--- config.mk ---
export PLATFORM = sky130hd
export DESIGN_NAME = rng_arbiter
export DESIGN_NICKNAME = d
export VERILOG_FILES = /design/src/rtl/rng_arbiter.sv
export SDC_FILE = /design/constraint.sdc
export NUM_CORES = 1
export LEC_CHECK = 0
export ABC_CLOCK_PERIOD_IN_PS = 1900
export CAP_MARGIN = 20
export CORE_UTILIZATION = 42
export CTS_BUF_LIST = sky130_fd_sc_hd__clkbuf_4 sky130_fd_sc_hd__clkbuf_8
export CTS_CLUSTER_DIAMETER = 120
export CTS_CLUSTER_SIZE = 20
export DETAILED_ROUTE_END_ITERATION = 10
export HOLD_SLACK_MARGIN = 0.06
export PLACE_DENSITY = 0.8
export SKIP_CTS_REPAIR_TIMING = 1
export SLEW_MARGIN = 20
export SYNTH_ARGS = -nofsm -noshare
export SYNTH_HDL_FRONTEND = slang
export SYNTH_SLANG_ARGS = --single-unit
--- constraint.sdc ---
create_clock -name clk -period 1.9 [get_ports clk]
set_clock_uncertainty 0.05 [all_clocks]
set_input_delay 0.38 -clock clk [delete_from_list [all_inputs] [get_ports clk]]
set_output_delay 0.38 -clock clk [all_outputs]
set_load 0.05 [all_outputs]
--- src/rtl/rng_arbiter.sv ---
// rtl/rng_arbiter.sv - round-robin scheduler sharing one 8-bit LFSR among N_REQ requesters
// Each draw steps the LFSR STEPS times, then delivers the byte to one requester for a single cycle.
module rng_arbiter #(
  parameter int N_REQ = 4,
  parameter int STEPS = 3
) (
  input  logic             clk,
  input  logic             rst,
  input  logic             en,
  input  logic [N_REQ-1:0] req,
  input  logic [7:0]       rng_out,
  output logic             rng_start,
  output logic [N_REQ-1:0] gnt,
  output logic             valid,
  output logic [7:0]       data,
  output logic             busy
);

  localparam int LW = $clog2(N_REQ);

  if (STEPS < 1 || STEPS > 15) begin : g_bad_steps
    $error("rng_arbiter: STEPS must be in 1..15");
  end
  if (N_REQ < 2 || N_REQ > 8) begin : g_bad_nreq
    $error("rng_arbiter: N_REQ must be in 2..8");
  end

  typedef enum logic [1:0] {IDLE, STEP, DELIVER} state_t;

  state_t          state_q, state_d;
  logic [3:0]      cnt_q, cnt_d;
  logic [LW-1:0]   last_q, last_d;
  logic [LW-1:0]   sel_q, sel_d;

  logic            pick_found;
  logic [LW-1:0]   pick_idx;
  logic [LW-1:0]   idx;

  // Search upward from last+1 with wrap; the most recent winner is checked last.
  always_comb begin
    pick_found = 1'b0;
    pick_idx   = '0;
    idx        = '0;
    for (int i = 1; i <= N_REQ; i++) begin
      idx = LW'((int'(last_q) + i) % N_REQ);
      if (!pick_found && req[idx]) begin
        pick_found = 1'b1;
        pick_idx   = idx;
      end
    end
  end

  always_comb begin
    state_d = state_q;
    cnt_d   = cnt_q;
    last_d  = last_q;
    sel_d   = sel_q;
    case (state_q)
      IDLE: begin
        if (en && pick_found) begin
          sel_d   = pick_idx;
          cnt_d   = 4'(STEPS);
          state_d = STEP;
        end
      end
      STEP: begin
        cnt_d = cnt_q - 4'd1;
        if (cnt_q == 4'd1) begin
          state_d = DELIVER;
        end
      end
      DELIVER: begin
        last_d  = sel_q;
        state_d = IDLE;
      end
      default: state_d = IDLE;
    endcase
  end

  always_ff @(posedge clk or posedge rst) begin
    if (rst) begin
      state_q <= IDLE;
      cnt_q   <= 4'd0;
      last_q  <= LW'(N_REQ - 1);
      sel_q   <= '0;
    end else begin
      state_q <= state_d;
      cnt_q   <= cnt_d;
      last_q  <= last_d;
      sel_q   <= sel_d;
    end
  end

  // Outputs decode only from registered state; data passes the already-registered LFSR value.
  assign rng_start = (state_q == STEP);
  assign valid     = (state_q == DELIVER);
  assign gnt       = valid ? (N_REQ'(1) << sel_q) : '0;
  assign data      = valid ? rng_out : 8'd0;
  assign busy      = (state_q != IDLE);

endmodule

**After elaboration in Yosys (flattened, before gate mapping)**

Cells that the tools add are included.

- Register bits: 10
- Output and inout bits: 15

- Reductions and logical operators: 13
- Shifts and indexed selects: 1
- Magnitude comparators: 4
- Muxes and demuxes: 23
- Equal/unequal tests: 5
- $add $sub $neg: 5

Operator list:

| operator | number |
|---|---|
| $lt 2x3->1 const B | 4 |
| $mux 2 | 6 |
| $bmux 1 s2 | 4 |
| $mux 1 | 8 |
| $mux 4 | 2 |
| $mux 8 | 1 |
| $pmux 4 s2 | 1 |
| $reduce_and 2->1 | 3 |
| $add 2x1->2 const B | 2 |
| $add 2x2->2 const B | 2 |
| $eq 4x1->1 const B | 1 |
| $logic_and 1x1->1 | 4 |
| $pmux 2 s2 | 1 |
| $reduce_bool 2->1 | 2 |
| $shl 1x2->4 const A | 1 |
| $sub 4x1->4 const B | 1 |
| $logic_not 1->1 | 3 |
| $eq 2x1->1 const B | 1 |
| $eq 2x2->1 const B | 1 |
| $logic_not 2->1 | 1 |
| $ne 2x1->1 const B | 1 |
| $ne 2x2->1 const B | 1 |

**Longest topological paths before layout**

- Depth after elaboration: 16
- Mapped depth: 5
- Depth with buffers taken out: 4

**Worst setup path after synthesis**

Ideal clock, no wire load.

- Kind: register to output
- Start: register state_q[0]
- End: output gnt[1]
- Arrival: 2041 ps
- Required time: 1470 ps
- Setup slack: -571 ps
- Stages on the path, launching flop included: 6
- Path buffers: 1
- Path through: dfrtp_1 nand2b_1 inv_1 clkbuf_1 nand2_1 nor2_1

- Cells in the longest elaborated chain, start to end: 2

Ends and longest elaborated chain:

| what | line | RTL |
|---|---|---|
| start, declared | 30 | `state_t state_q, state_d;` |
| start signal, assigned | 87 | `state_q <= state_d;` |
| $eq 2x2->1 | 96 | `assign valid = (state_q == DELIVER);` |
| named net valid | 14 | `output logic valid,` |
| $mux 4 | 97 | `assign gnt = valid ? (N_REQ'(1) << sel_q) : '0;` |
| end, declared | 13 | `output logic [N_REQ-1:0] gnt,` |

The timed path passes the listed nets, and every way through them passes these cells.

**Worst setup path after layout**

- Start: register state_q[0]
- End: output gnt[2]

- Cells in the longest elaborated chain, start to end: 2

Ends and longest elaborated chain:

| what | line |
|---|---|
| $eq 2x2->1 | 96 |
| $mux 4 | 97 |

No other way between the ends.

==> metrics.yaml <==
num_vias: 660
antenna_cells: 0
synth_xor_area_share_pct: 0
finalPower_mw: 1.636
die_h_um: 42.22
netSwitchingFraction_pct: 44.63
start_util_pct: 45.10
cts_made_buffers: 3
period_minus_slack_ns: 1.785
p_per_area_nw_per_um2: 1322
drcViolationCount: 0
std_cell_rows: 14
grt_max_degree: 13
critPathKind: "flop to output port"
mostFrequentLayoutCells: "clkdlybuf4s50_1 (14), buf_12 (14), nand2_1 (10)"
antenna_left: 0
synth_top_family_by_area: "simple AND/OR/NAND/NOR gates"
slew_headroom_pct: 75.89
drv_slew: 0
cts_tree: "done"
nets: 136
portBuffers: 29
filler_cell_count: 90
yosys.area_share.simple_pct: 32.78
p_int_mw: 0.9061
p_clk_share_pct: 9.9
insertion_delay_ns: 0.26
synth_nets: 96
fmax_mhz: 560.2
crit_required_ns: 1.47
pwr-share-seq_pct: 28.8
globalRoute.totalOverflow: 0
ys_seq_area_share_pct: 37.20
ios: 30
rsz0062_at_grt: "no"
dp_hpwl_mm: 1.438
numClockSinks: 10
clockBufferDepth: 2
viasPerCell: 4.925
p_sw_mw: 0.7303
synthAdderAreaFrac_pct: 3.683
htree_levels: 1
timing.rr.end: "sel_q[1]$_DFFE_PP0P_"
register_area_um2: 252.7
synth_area_um2: 679.4
clkSlewWorstSetupHoldPaths_ns: 0.07
gp_congestion: 0.7150
start_kind: "flop"
r2r-start: "last_q[1]$_DFFE_PP1P_"
clock-root-buffer: "clkbuf_4"
die_width_um: 42.22
worstPathMaxFanout: 4
finalSetupTns_ns: 0
post-route-period-util_pct: 93.94
synth_cells: 79
cp-end-kind: "output port"
worstMarginPinSlew_ns: 0.3613
finalSetupViolCount: 0
antenna_found_initial: 0
drive_gt1_share_pct: 32.20
multiInputGateArea_um2: 421.7
cp.arrival_ns: 1.35
grt_usage_pct: 20.85
core_area_um2: 1506
p_leak_nw: 0.5538
hold_viol: 0
rrSetupSlack_ns: 0.44
yosysWarnings: 0
grt_pass1_wl_mm: 2.877
synth-compound-area-share_pct: 14.73
critPathLaunch: "state_q[0]$_DFFE_PP0P_"
drt_iter0_markers: 7
drt-wirelength-per-cell_um: 13.08
synth.distinct_cells: 27
vdd_drop_max_v: 0.001408
synth_seq_cells: 10
drtPass1Iterations: 4
wl_mm: 1.753
die_area_um2: 1783
grt_pass1_vias: 679
muxShareOfSynthArea_pct: 6.998
r2r_cells: 4
power_frac_comb_pct: 61.3
area_growth_pct: 82.14
worstHoldPathType: "primary input to asynchronous set/reset pin"
syn_avg_cell_area_um2: 8.600
maxCapViolCount: 0
status: "completed"
worst max path at each step:
stage / end / slack, ns / cells after the start
4_1_cts: gnt[1] / -0.06 / 5
3_3_place_gp: cnt_q[2]$_DFFE_PP0P_ / -0.002 / 5
3_5_place_dp: cnt_q[2]$_DFFE_PP0P_ / -0.03 / 5
6_report: gnt[2] / 0.12 / 4
2_1_floorplan: gnt[1] / -0.09 / 5
5_1_grt: rng_start / 0.03 / 3
power groups by stage:
stage                     Sequential, mW  Clock (mW)  Combinational, mW
final                              0.472       0.161               1.00
after global routing               0.488       0.175               1.08
after CTS                          0.462       0.167              0.989
after detailed placement           0.465           0              0.981
after global placement             0.454           0              0.943
after floorplan                    0.416           0              0.637
through the flow:
stage / hold slack, ns / utilization (%) / area (µm²) / instances / setup slack, ns
after floorplan: 0.1687 / - / 693.2 / 79 / -0.08693
after global placement: 0.4546 / 78.57 / 1184 / 129 / -0.001897
after detailed placement: 0.4733 / 78.57 / 1184 / 129 / -0.02976
after CTS: 0.3425 / 80.56 / 1214 / 133 / -0.06246
after global routing: 0.3691 / 82.14 / 1237 / 134 / 0.03291
final: 0.3344 / 82.14 / 1237 / 134 / 0.1151
cell families after synthesis:
kind of cell               after synthesis
and+or+nand+nor                         42
AOI/OAI and AO/OA                       14
DFF                                     10
buffers and inverters                    8
muxes                                    3
adders and majority gates                2
worst max-delay path: stages (launching register included):
cell and delay, ns:
dfrtp_1 0.39, nand2b_4 0.16, buf_4 0.16, nor3b_4 0.22, buf_12 0.16
routing by layer:
metal,global-route usage (%),up-vias,routed length [µm]
met1,23.27,296,730
met4,3.750,0,0
li1,-,340,-
met3,3.879,0,107
met5,0,-,0
met2,40.62,24,915
cell usage after synthesis (all sizes together):
master,instances,area (µm²)
clkbuf,1,3.750
inv,6,22.52
nand3,1,5.000
a21oi,6,30.03
mux2i,2,32.53
nand3b,1,7.510
o311a,1,21.27
or2b,1,7.510
and3,1,6.260
nand2,10,37.54
nor3,4,20.02
buf,1,5.000
nor2,6,22.52
mux2,1,15.01
o21bai,1,7.510
dfrtp,8,200.2
nor3b,3,22.52
nand2b,5,31.28
and2,9,56.30
a31oi,1,6.260
ha,2,25.02
a311o,1,11.26
or2,1,6.260
o21ai,3,15.01
a22o,1,8.760
dfstp,2,52.55
flip-flops by register name, indices dropped and copies added, names as in the netlist:
name	flops
cnt_q	4
last_q	2
sel_q	2
state_q	2
layout make-up:
| type | count | area share, % |
|---|---|---|
| well taps | 16 | 1.618 |
| multi-input cells | 61 | 34.07 |
| inverters | 6 | 2.022 |
| clock buffers | 4 | 2.427 |
| repair buffers | 37 | 39.43 |
| flip-flops and latches | 10 | 20.42 |
Power figures use the tool's default switching activity.
